[src/rtl/addmul_pkg.sv]
// Shared types and constants for the sequential add/multiply unit.
package addmul_pkg;

  // Operation codes carried on the op input.
  typedef enum logic [1:0] {
    OP_ADD  = 2'b00,
    OP_MUL  = 2'b01,
    OP_RSV2 = 2'b10,
    OP_RSV3 = 2'b11
  } op_e;

  // Control states of the unit.
  typedef enum logic [1:0] {
    S_IDLE = 2'b00,
    S_BUSY = 2'b01,
    S_DONE = 2'b10
  } state_e;

  // Width of the optional retired-transaction counter.
  localparam int OPCNT_W = 16;

endpackage

[src/rtl/shift_add_mul_core.sv]
// Iterative shift-add multiplier: one bit of b per cycle, WIDTH cycles total.
// 'last' flags the cycle whose clock edge completes the final iteration; 'prod'
// is the accumulator value that edge will hold, so the caller can register it
// on the same edge without an extra cycle.
module shift_add_mul_core #(
  parameter int WIDTH = 4
) (
  input  logic               clk,
  input  logic               rst_n,
  input  logic               start,
  input  logic [WIDTH-1:0]   a,
  input  logic [WIDTH-1:0]   b,
  output logic               last,
  output logic [2*WIDTH-1:0] prod
);

  localparam int CNT_W = (WIDTH > 1) ? $clog2(WIDTH) : 1;
  localparam logic [CNT_W-1:0] LAST_IDX = CNT_W'(WIDTH - 1);

  logic                 busy_q;
  logic [CNT_W-1:0]     cnt_q;
  logic [2*WIDTH-1:0]   a_q;
  logic [WIDTH-1:0]     b_q;
  logic [2*WIDTH-1:0]   acc_q;
  logic [2*WIDTH-1:0]   acc_d;
  logic [2*WIDTH-1:0]   pp [WIDTH];

  // One pre-shifted partial product per multiplier bit; the counter selects one.
  for (genvar gi = 0; gi < WIDTH; gi++) begin : g_pp
    assign pp[gi] = b_q[gi] ? (a_q << gi) : '0;
  end

  // Accumulator update for the iteration currently selected by the counter.
  always_comb begin
    acc_d = acc_q + pp[cnt_q];
  end

  assign last = busy_q && (cnt_q == LAST_IDX);
  assign prod = acc_d;

  // Operand capture on start, then WIDTH fixed iterations regardless of data.
  always_ff @(posedge clk or negedge rst_n) begin
    if (!rst_n) begin
      busy_q <= 1'b0;
      cnt_q  <= '0;
      a_q    <= '0;
      b_q    <= '0;
      acc_q  <= '0;
    end else if (start) begin
      busy_q <= 1'b1;
      cnt_q  <= '0;
      a_q    <= {{WIDTH{1'b0}}, a};
      b_q    <= b;
      acc_q  <= '0;
    end else if (busy_q) begin
      acc_q <= acc_d;
      cnt_q <= cnt_q + CNT_W'(1);
      if (cnt_q == LAST_IDX) begin
        busy_q <= 1'b0;
      end
    end
  end

endmodule

[src/rtl/seq_addmul_unit.sv]
// Sequential add/multiply unit with valid/ready on both sides.
// ADD and reserved opcodes complete in one cycle; MUL runs WIDTH iterations
// in shift_add_mul_core. Only one transaction is ever in flight.
// Optional macro ADDMUL_OPCNT_EN adds a saturating op_count output that counts
// every retired transaction.
module seq_addmul_unit
  import addmul_pkg::*;
#(
  parameter int WIDTH = 4
) (
  input  logic               clk,
  input  logic               rst_n,
  input  logic               in_valid,
  output logic               in_ready,
  input  logic [WIDTH-1:0]   a,
  input  logic [WIDTH-1:0]   b,
  input  logic [1:0]         op,
  output logic               out_valid,
  input  logic               out_ready,
  output logic [2*WIDTH-1:0] result,
  output logic               err
`ifdef ADDMUL_OPCNT_EN
  ,
  output logic [OPCNT_W-1:0] op_count
`endif
);

  state_e               state_q, state_d;
  logic [2*WIDTH-1:0]   result_q, result_d;
  logic                 err_q, err_d;
  logic                 accept;
  logic                 retire;
  logic                 mul_start;
  logic                 core_last;
  logic [2*WIDTH-1:0]   core_prod;
  logic [WIDTH:0]       sum;

  assign in_ready  = (state_q == S_IDLE);
  assign out_valid = (state_q == S_DONE);
  assign result    = result_q;
  assign err       = err_q;
  assign accept    = in_valid && in_ready;
  assign retire    = out_valid && out_ready;
  assign sum       = {1'b0, a} + {1'b0, b};

  shift_add_mul_core #(
    .WIDTH(WIDTH)
  ) u_core (
    .clk  (clk),
    .rst_n(rst_n),
    .start(mul_start),
    .a    (a),
    .b    (b),
    .last (core_last),
    .prod (core_prod)
  );

  // Next-state, result/err capture and multiplier launch.
  always_comb begin
    state_d   = state_q;
    result_d  = result_q;
    err_d     = err_q;
    mul_start = 1'b0;
    case (state_q)
      S_IDLE: begin
        if (accept) begin
          case (op_e'(op))
            OP_ADD: begin
              result_d = {{(WIDTH-1){1'b0}}, sum};
              err_d    = 1'b0;
              state_d  = S_DONE;
            end
            OP_MUL: begin
              mul_start = 1'b1;
              err_d     = 1'b0;
              state_d   = S_BUSY;
            end
            default: begin
              result_d = '0;
              err_d    = 1'b1;
              state_d  = S_DONE;
            end
          endcase
        end
      end
      S_BUSY: begin
        if (core_last) begin
          result_d = core_prod;
          state_d  = S_DONE;
        end
      end
      S_DONE: begin
        if (retire) begin
          state_d = S_IDLE;
        end
      end
      default: state_d = S_IDLE;
    endcase
  end

  // State and output registers; results hold stable while DONE waits.
  always_ff @(posedge clk or negedge rst_n) begin
    if (!rst_n) begin
      state_q  <= S_IDLE;
      result_q <= '0;
      err_q    <= 1'b0;
    end else begin
      state_q  <= state_d;
      result_q <= result_d;
      err_q    <= err_d;
    end
  end

`ifdef ADDMUL_OPCNT_EN
  logic [OPCNT_W-1:0] op_cnt_q;

  // Saturating count of retired transactions, reserved opcodes included.
  always_ff @(posedge clk or negedge rst_n) begin
    if (!rst_n) begin
      op_cnt_q <= '0;
    end else if (retire && (op_cnt_q != {OPCNT_W{1'b1}})) begin
      op_cnt_q <= op_cnt_q + OPCNT_W'(1);
    end
  end

  assign op_count = op_cnt_q;
`endif

endmodule

[config.mk]
export PLATFORM = sky130hd
export DESIGN_NAME = seq_addmul_unit
export DESIGN_NICKNAME = d
export VERILOG_FILES = /design/src/rtl/addmul_pkg.sv /design/src/rtl/shift_add_mul_core.sv /design/src/rtl/seq_addmul_unit.sv
export SDC_FILE = /design/constraint.sdc
export NUM_CORES = 1
export LEC_CHECK = 0
export BUFFER_PORTS_ARGS = -buffer_cell sky130_fd_sc_hd__clkbuf_2
export CAP_MARGIN = 40
export CORE_ASPECT_RATIO = 1.4
export CORE_MARGIN = 2
export CORE_UTILIZATION = 40
export CTS_CLUSTER_SIZE = 30
export DETAILED_ROUTE_END_ITERATION = 10
export HOLD_SLACK_MARGIN = 0.1
export PLACE_DENSITY = 0.65
export SYNTH_ARGS = -nofsm -noshare
export SYNTH_HDL_FRONTEND = slang
export SYNTH_HIERARCHICAL = 1
export SYNTH_SLANG_ARGS = --single-unit
[constraint.sdc]
create_clock -name clk -period 2.85 [get_ports clk]
set_clock_uncertainty 0.15 [all_clocks]
set_input_delay 0.285 -clock clk [delete_from_list [all_inputs] [get_ports clk]]
set_output_delay 0.285 -clock clk [all_outputs]
set_load 0.02 [all_outputs]
# Word level (Yosys, flattened, before mapping)

Cells that the tools add are included.

Multiply operators: 0
Muxes and demuxes: 27
Add/sub/neg operators: 3
Reductions and logical operators: 11
Order comparisons: 1
Eq/ne operators: 8
Bitwise logic cells: 1
Shift-type cells: 0
Divide/modulo/power cells: 0

Operator list:

| cell                | count |
|---|---|
| $mux 8              | 6 |
| $pmux 8 s2          | 2 |
| $bmux 8 s2          | 1 |
| $mux 2              | 6 |
| $add 8x8->8         | 1 |
| $mux 1              | 7 |
| $mux 7              | 1 |
| $mux 6              | 1 |
| $pmux 2 s3          | 1 |
| $add 4x4->5         | 1 |
| $mux 5              | 1 |
| $eq 2x1->1 const B  | 2 |
| $eq 2x2->1 const B  | 2 |
| $logic_not 2->1     | 2 |
| $mux 4              | 1 |
| $ne 2x1->1 const B  | 2 |
| $ne 2x2->1 const B  | 2 |
| $reduce_and 4->1    | 1 |
| $reduce_bool 2->1   | 2 |
| $ge 3x3->1 const B  | 1 |
| $logic_and 1x1->1   | 3 |
| $not 2->3           | 1 |
| $reduce_and 3->1    | 1 |
| $add 2x1->2 const B | 1 |
| 2 further kinds     | 2 |

Bits in registers: 30
Memory bits (writable): 0
Memory bits (read-only): 0
Bits in latches: 0
Logic and storage cells: 59
Memories: 0
Bits of input ports: 14
Output and inout bits: 11

# Depth between registers and ports, before layout

Depth in word-level cells: 7
Depth in mapped cells: 11
Gate-level depth less buffers: 11

# Hierarchy

The synthesis kept the hierarchy.

By module, submodules not included:

| module             | cells an instance | area each (um^2) | seq. area each (um^2) | instances |
|---|---|---|---|---|
| shift_add_mul_core | 123               | 1262.5           | 475.5                 | 1 |
| seq_addmul_unit    | 62                | 701.9            | 275.3                 | 1 |

# Worst setup path before layout

Ideal clock, no wire load.

Path kind: reg-to-reg
Start: register u_core.cnt_q[0]
End: register result_q[6] (netlist: result[6])
Setup time: 122 ps
Setup slack: 306 ps
Cell stages (with the launch flop): 10
Data required time: 2578 ps
Path buffers: 1
Arrival: 2273 ps
Cells stage by stage: dfrtp_1 > clkbuf_1 > nor4bb_1 > ha_1 > fa_1 > a21o_1 > a221o_1 > nor2_2 > xnor2_1 > a32o_1

Longest elaborated chain between the ends: 7

Ends and longest elaborated chain:

| element                                    | RTL line                 | text |
|---|---|---|
| start: declaration                         | shift_add_mul_core.sv:21 | `logic [CNT_W-1:0] cnt_q;` |
| start signal: assignment                   | shift_add_mul_core.sv:57 | `cnt_q <= cnt_q + CNT_W'(1);` |
| $not 2->3 (implied by the code)            | shift_add_mul_core.sv:35 | `acc_d = acc_q + pp[cnt_q];` |
| $bmux 8 s2                                 | shift_add_mul_core.sv:35 |  |
| $mux 8 (implied by the code) (2 in series) | shift_add_mul_core.sv:35 |  |
| $add 8x8->8                                | shift_add_mul_core.sv:35 |  |
| named net core_prod[6]                     | seq_addmul_unit.sv:35    | `logic [2*WIDTH-1:0] core_prod;` |
| $mux 8                                     | seq_addmul_unit.sv:87    | `if (core_last) begin` |
| $pmux 8 s2                                 | seq_addmul_unit.sv:64    | `case (state_q)` |
| end signal: assignment                     | seq_addmul_unit.sv:109   | `result_q <= result_d;` |
| end: declaration                           | seq_addmul_unit.sv:29    | `logic [2*WIDTH-1:0] result_q, result_d;` |

The timed path passes the listed nets, and every way through them passes these cells. The select of a mux whose other input is x is not followed.
A chain may end at the register's enable or synchronous reset.

# Worst setup path after layout

Same ends and word-level chain as after synthesis.

==> impl_metrics.tcl <==
set metrics [dict create \
    status "finished clean" \
    grt_overflow_total 0 \
    yosysWarnings 6 \
    grt_max_degree 31 \
    nets 242 \
    clk_pin_slew_ps 60 \
    cp_slowest_stage_delay_ps 510 \
    power_density_nw_per_um2 963 \
    drive_gt1_share_pct 29.6 \
    initial_utilization_pct 40.9 \
    max_cap_violations 0 \
    min-delay-start "a[0]" \
    maxSlewHeadroom_pct 50.4 \
    post-cts-setup-buffers 0 \
    clock_sinks 30 \
    holdPathEnd "u_core/a_q[0]" \
    async_flop_share_pct 100 \
    core_um2 4800 \
    critPathKind "reg2reg" \
    synthFlopType "dfrtp_1" \
    drt_iter0_drc 41 \
    drv_slew 0 \
    synth_area_leaders "dfrtp_1, mux2_2, ha_1" \
    crit_top_cell "a32o_1" \
    min_path_cells 2 \
    r2r_cells 10 \
    clock_path_buffers 2 \
    min_period_over_period_pct 90.4 \
    n_fill_cell 501 \
    synthCells 185 \
    syn-num-nets 213 \
    rsz0062_at_grt "false" \
    synth_area_per_cell_um2 10.6 \
    synth_area_um2 1960 \
    slowest_stage "dfrtp_2" \
    final_area_um2 2240 \
    p_leak_nw 1.04 \
    num_antenna_cells 0 \
    placed_cell_area_um2 2130 \
    path_cells "nor2b_1 > a32o_1 > nand2_1 > o21ai_0 > ha_1 > and3_2 > a221o_1 > nor2_2 > xnor2_1 > a32o_1" \
    peakVddDrop_mv 0.511 \
    setup_tns_ps 0 \
    synthDistinctLibCells 48 \
    cp.arrival_ps 2600 \
    die-area_um2 5500 \
    yosysTopAreaCellShare_pct 38.2 \
    finalHoldViolations 0 \
    io_pins 25 \
    reg2reg_to "result[6]" \
    synth_area_leader_cell "dfrtp_1" \
    worst_skew_pair.late_latency_ps 290 \
    hp-class "in2reg" \
    synth_edf_count 0 \
    endpoint_kind "flip-flop" \
    root_buffer "clkbuf_8" \
    final_util_pct 46.5 \
    cp_data_required_time_ps 2880 \
    remaining_drc_errors 0 \
    die_w_um 63.2 \
    wirelength_um 4030 \
    grt_use_total_pct 16.6 \
    syn_to_final_growth_pct 13.8 \
    crit_path_max_fanout 17 \
    cts-buffers-inserted 5 \
    ys_seq_area_share_pct 38.2 \
    whs_ps 116 \
    wl_per_cell_um 14.5 \
    worst_pin_slew_ps 744 \
    grt_pass1_vias 1556 \
    fp.dieH_um 86.9 \
    ys_ff_latch 30 \
    vias_per_cell 5.53 \
    finalSetupViolCount 0 \
    grt_pass1_wl_um 7020 \
    io_buffers 24 \
    cts_max_level 2 \
    rows 30 \
    fmax_mhz 388 \
    crit-reg2reg-launch "u_core/cnt_q[0]" \
    start_kind "flip-flop" \
    place_congestion 0.828 \
    layout_min_cycle_time_ps 2580 \
    first_pass_iters 4 \
    ant_nets 0 \
    num_vias 1533 \
    cts_tree "done" \
    design_power_total_mw 2.15 \
    reg2reg_slack_ps 270 \
    antenna_found_initial 0 \
    dp_hpwl_um 3070 \
]
cells in the final DEF (no fill, tap or decap), types with 2 or more instances in the layout:
| cell type | netlist | final |
|---|---|---|
| nand3b_1 | 3 | 3 |
| mux2_2 | 15 | 15 |
| mux2_1 | 2 | 2 |
| and2_1 | 2 | 2 |
| and3_2 | 2 | 2 |
| o21ai_0 | 7 | 7 |
| inv_1 | 3 | 3 |
| dfrtp_1 | 30 | 29 |
| buf_4 | 0 | 4 |
| nand2_1 | 11 | 11 |
| nor4_1 | 4 | 4 |
| o211ai_1 | 3 | 3 |
| clkbuf_2 | 0 | 24 |
| a22o_2 | 2 | 2 |
| fa_1 | 2 | 2 |
| ha_1 | 12 | 12 |
| a211o_1 | 3 | 3 |
| nor2_1 | 13 | 13 |
| a21o_1 | 4 | 4 |
| and4_1 | 2 | 2 |
| o21a_1 | 2 | 2 |
| clkbuf_8 | 0 | 6 |
| dlygate4sd3_1 | 0 | 2 |
| a21oi_1 | 11 | 11 |
| xnor2_1 | 7 | 7 |
| a32o_1 | 4 | 4 |
| mux2i_1 | 4 | 4 |
| nand3_1 | 5 | 5 |
| nor2b_1 | 2 | 2 |
critical path: cells and delay by family, from the launching register on:
family	cells	cell delay [ps]
fa+ha+maj	1	360
compound gates	4	860
xor+xnor	1	70
flops	1	510
simple gates	4	500
registers in the layout, indices dropped and copies added, names as in the netlist:
register,cells
u_core/acc_q,8
u_core/busy_q,1
err,1
u_core/a_q,4
u_core/b_q,4
result,8
u_core/cnt_q,2
state_q,2
area by class of cell:
cell class / instances / area [um^2] / area share [%]
Sequential cell: 30 / 752 / 33.6
Inverter: 3 / 11.3 / 0.504
Tap cell: 64 / 80.1 / 3.58
Timing Repair Buffer: 30 / 170 / 7.61
Multi-Input combinational cell: 144 / 1140 / 51.0
Clock buffer: 6 / 82.6 / 3.69
repair_timing:
action / CTS / global route
gates resized for setup: 0 / 1
hold buffers: 2 / 0
endpoints found under the hold margin: 31 / 0
setup endpoints to repair: 0 / 3
metrics by stage:
stage / setup slack [ps] / std cells
global placement: 211 / 269
finish: 274 / 277
floorplan: 306 / 185
detailed placement: 153 / 269
global route: 131 / 277
CTS: 152 / 277
power breakdown:
| group | internal, mW | total, mW | switching, mW | leakage (nW) |
|---|---|---|---|---|
| clock network | 0.186 | 0.335 | 0.149 | 0.0431 |
| logic | 0.489 | 1.03 | 0.544 | 0.617 |
| registers | 0.595 | 0.784 | 0.189 | 0.382 |
| total | 1.27 | 2.15 | 0.883 | 1.04 |
routing by layer:
| metal | vias to the layer above | part of all wire [%] | GRT usage [%] |
|---|---|---|---|
| met5 | - | 0 | 0 |
| met4 | 0 | 2.4 | 8.30 |
| met3 | 11 | 3.6 | 3.49 |
| met2 | 37 | 52 | 29.4 |
| met1 | 737 | 42 | 18.9 |
| li1 | 748 | - | - |
worst max-delay path by stage:
| stage | start | to | slack [ps] | cells past startpoint |
|---|---|---|---|---|
| final | u_core/cnt_q[0] | result[6] | 270 | 10 |
| after global routing | u_core/cnt_q[0] | result[6] | 130 | 10 |
| after CTS | u_core/cnt_q[0] | result[6] | 150 | 10 |
| after detailed placement | u_core/cnt_q[0] | result[6] | 150 | 10 |
| after global placement | u_core/cnt_q[0] | result[6] | 210 | 10 |
| after floorplan | u_core/cnt_q[0] | result[6] | 310 | 9 |
synthesized netlist by cell type, types with 2 or more instances:
master,n
nand3_1,5
a21o_1,4
o21a_1,2
inv_1,3
and2_1,2
dfrtp_1,30
nor2_1,13
ha_1,12
a211o_1,3
nor2b_1,2
a22o_2,2
fa_1,2
xnor2_1,7
and3_2,2
buf_6,5
mux2_2,15
mux2_1,2
mux2i_1,4
clkbuf_1,3
nor4_1,4
a32o_1,4
o21ai_0,7
o211ai_1,3
nor3_1,2
a21oi_1,11
nand3b_1,3
nand2_1,11
and4_1,2
logic make-up after synthesis:
logic type,synth area share [%]
XOR/XNOR,3.57
AO/OA/AOI/OAI,15.8
adder cells (fa/ha/maj),9.68
buffers and inverters,4.01
flip-flops,38.2
multiplexers,11.8
AND/OR/NAND/NOR,16.9
Note: power is estimated with default switching activity, not from simulation.
